$ cat config.mk
export PLATFORM = sky130hd
export DESIGN_NAME = tdm_demux4
export DESIGN_NICKNAME = d
export VERILOG_FILES = /design/src/rtl/tdm_demux4_pkg.sv /design/src/rtl/tdm_slot_ctr.sv /design/src/rtl/tdm_demux4.sv
export SDC_FILE = /design/constraint.sdc
export NUM_CORES = 1
export LEC_CHECK = 0
export ABC_AREA = 1
export CORE_MARGIN = 10
export CORE_UTILIZATION = 34
export CTS_CLUSTER_DIAMETER = 80
export DETAILED_ROUTE_END_ITERATION = 8
export REMOVE_ABC_BUFFERS = 1
export SYNTH_ARGS = -nofsm -noshare
export SYNTH_HDL_FRONTEND = slang
export SYNTH_SLANG_ARGS = --single-unit
$ cat constraint.sdc
create_clock -name clk -period 1.5 [get_ports clk]
set_input_delay 0.3 -clock clk [delete_from_list [all_inputs] [get_ports clk]]
set_output_delay 0.3 -clock clk [all_outputs]
set_load 0.005 [all_outputs]
$ cat src/rtl/tdm_demux4_pkg.sv
// tdm_demux4_pkg: shared TDM geometry and framing-state encoding.
package tdm_demux4_pkg;
    localparam int NCH   = 4;
    localparam int SEL_W = 2;
    typedef enum logic {HUNT = 1'b0, LOCK = 1'b1} state_t;
endpackage

$ cat src/rtl/tdm_slot_ctr.sv
// tdm_slot_ctr: mod-N slot counter with increment, load-to-1 and clear-to-0.
module tdm_slot_ctr #(
    parameter int N = tdm_demux4_pkg::NCH,
    parameter int W = tdm_demux4_pkg::SEL_W
) (
    input  logic         clk,
    input  logic         rst_n,
    input  logic         inc_i,
    input  logic         ld1_i,
    input  logic         clr_i,
    output logic [W-1:0] cnt_o
);
    logic [W-1:0] cnt_q, cnt_d;

    always_comb
        cnt_d = clr_i ? '0 :
                ld1_i ? W'(1) :
                inc_i ? (cnt_q == W'(N - 1) ? '0 : cnt_q + W'(1)) : cnt_q;

    always_ff @(posedge clk or negedge rst_n)
        if (!rst_n) cnt_q <= '0;
        else        cnt_q <= cnt_d;

    assign cnt_o = cnt_q;
endmodule

$ cat src/rtl/tdm_demux4.sv
// tdm_demux4: recovers 4-slot TDM frames from a serial strobe-qualified stream
// with frame_sync lock tracking and a sticky framing-error flag.
module tdm_demux4 #(
    parameter int NCH   = tdm_demux4_pkg::NCH,
    parameter int SEL_W = tdm_demux4_pkg::SEL_W
) (
    input  logic             clk,
    input  logic             rst_n,
    input  logic             en,
    input  logic             din,
    input  logic             frame_sync,
    input  logic             clr_err,
    output logic [NCH-1:0]   q,
    output logic             q_valid,
    output logic [SEL_W-1:0] slot,
    output logic             locked,
    output logic             sync_err
);
    import tdm_demux4_pkg::*;

    state_t           state_q, state_d;
    logic [NCH-1:0]   shadow_q, shadow_d, q_q, q_d;
    logic             q_valid_q, sync_err_q, sync_err_d;
    logic [SEL_W-1:0] slot_w;
    logic             lck, at0, hunt_sync, miss, early, ld1, adv, done;

    assign lck       = state_q == LOCK;
    assign at0       = slot_w == '0;
    assign hunt_sync = en & ~lck & frame_sync;
    assign miss      = en & lck & at0 & ~frame_sync;
    assign early     = en & lck & ~at0 & frame_sync;
    // Any qualified sync starts a fresh frame, whether hunting, wrapping or early.
    assign ld1       = en & frame_sync;
    assign adv       = en & lck & ~at0 & ~frame_sync;
    assign done      = adv & (slot_w == SEL_W'(NCH - 1));

    always_comb begin
        shadow_d = shadow_q;
        if (ld1)      shadow_d[0]      = din;
        else if (adv) shadow_d[slot_w] = din;
    end

    always_comb begin
        state_d    = hunt_sync ? LOCK : miss ? HUNT : state_q;
        q_d        = done ? {din, shadow_q[NCH-2:0]} : q_q;
        sync_err_d = miss | early | (sync_err_q & ~clr_err);
    end

    always_ff @(posedge clk or negedge rst_n)
        if (!rst_n) begin
            state_q    <= HUNT;
            shadow_q   <= '0;
            q_q        <= '0;
            q_valid_q  <= 1'b0;
            sync_err_q <= 1'b0;
        end else begin
            state_q    <= state_d;
            shadow_q   <= shadow_d;
            q_q        <= q_d;
            q_valid_q  <= done;
            sync_err_q <= sync_err_d;
        end

    tdm_slot_ctr #(.N(NCH), .W(SEL_W)) u_ctr (
        .clk   (clk),
        .rst_n (rst_n),
        .inc_i (adv),
        .ld1_i (ld1),
        .clr_i (miss),
        .cnt_o (slot_w)
    );

    assign q        = q_q;
    assign q_valid  = q_valid_q;
    assign slot     = slot_w;
    assign locked   = lck;
    assign sync_err = sync_err_q;
endmodule

==> impl_metrics.toml <==
[outcome]
status = "complete, no violations"

[final_layout]
area_growth_pct = 42.8
antenna_cells = 0
layout-drive-gt1-share_pct = 18.2
final_nets = 100

[drt]
post_drt_wl_per_cell_um = 12.3
drt-pass1-iter-count = 4
drt.antenna.violating_nets = 0
drc = 0
drt_iter0_drc = 7
via_count = 508
routed_via_density = 4.88
totalWireLength_um = 1270

[timing]
slew_headroom_pct = 86.3
slew_viol_final = 0
final_hold_viol_count = 0
finalClockSkew_ps = 6.29
tightest_slew_ps = 206
tns_ps = 0
rsz0062_at_grt = "false"
finalCriticalPeriod_ps = 1430
fin_crit_sh_pct = 95.0
finalSetupViolCount = 0
max_freq_mhz = 702

[synthesis]
synth_cells = 63
ys_seq_area_share_pct = 52.2
yosys.area.top_type = "dfrtp_1"
netlist_area_um2 = 576
synth_top_area_share_pct = 52.2
syn_area_per_cell_um2 = 9.14
synth-seq-cells = 12
async_flop_share_pct = 100
synth_commonest_cells = "nand2_1 (20), dfrtp_1 (12), nand3_1 (7), nand4_1 (7), inv_1 (5)"
yosysWarnings = 0
synth_cell_types = 12
synth_area_leaders = "dfrtp_1 (52%), nand2_1 (13%), ha_1 (8.7%), nand4_1 (7.6%), nand3_1 (6.1%)"
synth_edf_count = 0
yosysMostFrequentCell = "nand2_1"
synthFlopType = "dfrtp_1"

[clocking]
clk_path_buf_depth = 2
cts_root_buf = "clkbuf_4"
cts_tree = "yes"
postCtsHoldBufs = 0
h-tree-depth = 1
clock-sinks = 12
path_clk_slew_ps = 70
numCtsBuffers = 3
insertion_delay_ps = 270

[floorplan]
fp.dieArea_mm2 = 0.00374
rows = 14
core-area_mm2 = 0.00156
die_h_um = 61.1
initial_core_util_pct = 36.9
ioPinCount = 15
die_x_um = 61.1

[global_routing]
grt_usage_pct = 8.45
grt_start_max_net_pins = 13
grt_pass1_wl_um = 2320
grt.overflow.total = 0
antenna_found_initial = 0
grt_pass1_vias = 556

[setup_path]
cp-start-kind = "register"
end_kind = "primary output"
path_cells = "clkdlybuf4s50_1"
cp.arrival_ps = 1130
path_buf_inv = 1
critPathRequiredTime_ps = 1200
crit_fanout = 2
slowest_delay_ps = 510
setup.worst_path.class = "reg -> out"
cp_top_family = "buffers and inverters"
critPathSlowestCell = "clkdlybuf4s50_1"

[hold_path]
min_path_type = "in -> async"

[pwr]
powerDensity_mw_per_mm2 = 1480
p_leak_nw = 0.440
total_power_mw = 1.22
vdd_drop_max_mv = 1.07

[job]
maxCapViolations = 0

[placement]
port_buffers = 14
place_congestion = 0.723
dp_hpwl_um = 1020
power by group:
group | switching (mW) | internal, mW | leakage [nW] | total [mW]
sequential | 0.0509 | 0.416 | 0.158 | 0.467
clock | 0.0952 | 0.0928 | 0.0138 | 0.188
combinational | 0.264 | 0.296 | 0.269 | 0.560
cell type report:
cell class	count	area, µm²
fillers	162	737
flip-flops and latches	12	300
repair buffers	24	220
well taps	16	20.0
clock buffers	3	22.5
inverters	5	18.8
multi-input cells	44	240
state kept, by name, summed over array words and instances (netlist names):
name / flops
shadow_q: 3
locked: 1
q_valid: 1
u_ctr.cnt_o: 2
sync_err: 1
q: 4
routing by layer:
metal | share of wire [%] | GRT usage [%] | routed length, µm
met2 | 47 | 14.3 | 604
met1 | 38 | 8.09 | 490
met4 | 0.94 | 2.93 | 12
met5 | 0 | 0 | 0
met3 | 13 | 5.56 | 165
metrics by stage:
stage	std cells	hold WS, ps	setup slack, ps	util [%]	cell area (µm²)
2_1_floorplan	61	4.41	178	-	559
3_3_place_gp	98	461	101	49.5	772
3_5_place_dp	98	463	81.1	49.5	772
4_1_cts	104	331	46.8	52.4	817
5_1_grt	104	345	9.35	52.7	822
6_report	104	331	74.6	52.7	822
worst paths after layout:
| path | start | end | slack [ps] | depth (start not counted) |
|---|---|---|---|---|
| min reg2reg | q[1] | q[1] | 480 | 2 |
| min | rst_n | shadow_q[1] | 330 | 2 |
| max reg2reg | u_ctr.cnt_o[0] | sync_err | 170 | 7 |
| min in group clk | q[1] | q[1] | 480 | 2 |
| max | sync_err | sync_err | 70 | 1 |
| max in group asynchronous | rst_n | shadow_q[0] | 1010 | 2 |
cells in the final DEF (no fill, tap or decap), types with 3 or more instances in the layout:
cell type / count
buf_4: 10
clkbuf_4: 3
clkdlybuf4s50_1: 12
dfrtp_1: 12
ha_1: 4
inv_1: 5
nand2_1: 20
nand3_1: 7
nand4_1: 7
logic make-up (layout without fill, tap and decap cells):
group | Yosys count | after routing | share of synthesized area (%)
AOI/OAI and AO/OA | 3 | 3 | 3.04
adders and majority gates | 4 | 4 | 8.70
buffers and inverters | 7 | 32 | 6.09
DFF | 12 | 12 | 52.2
and+or+nand+nor | 37 | 37 | 30.0
repair_timing:
action	CTS	global route
gates resized for setup	0	2
setup endpoints to repair	3	2
setup buffers	3	0
endpoints found under the hold margin	0	0
gates cloned	0	0
pin swaps	0	0
Power figures use the tool's default switching activity.
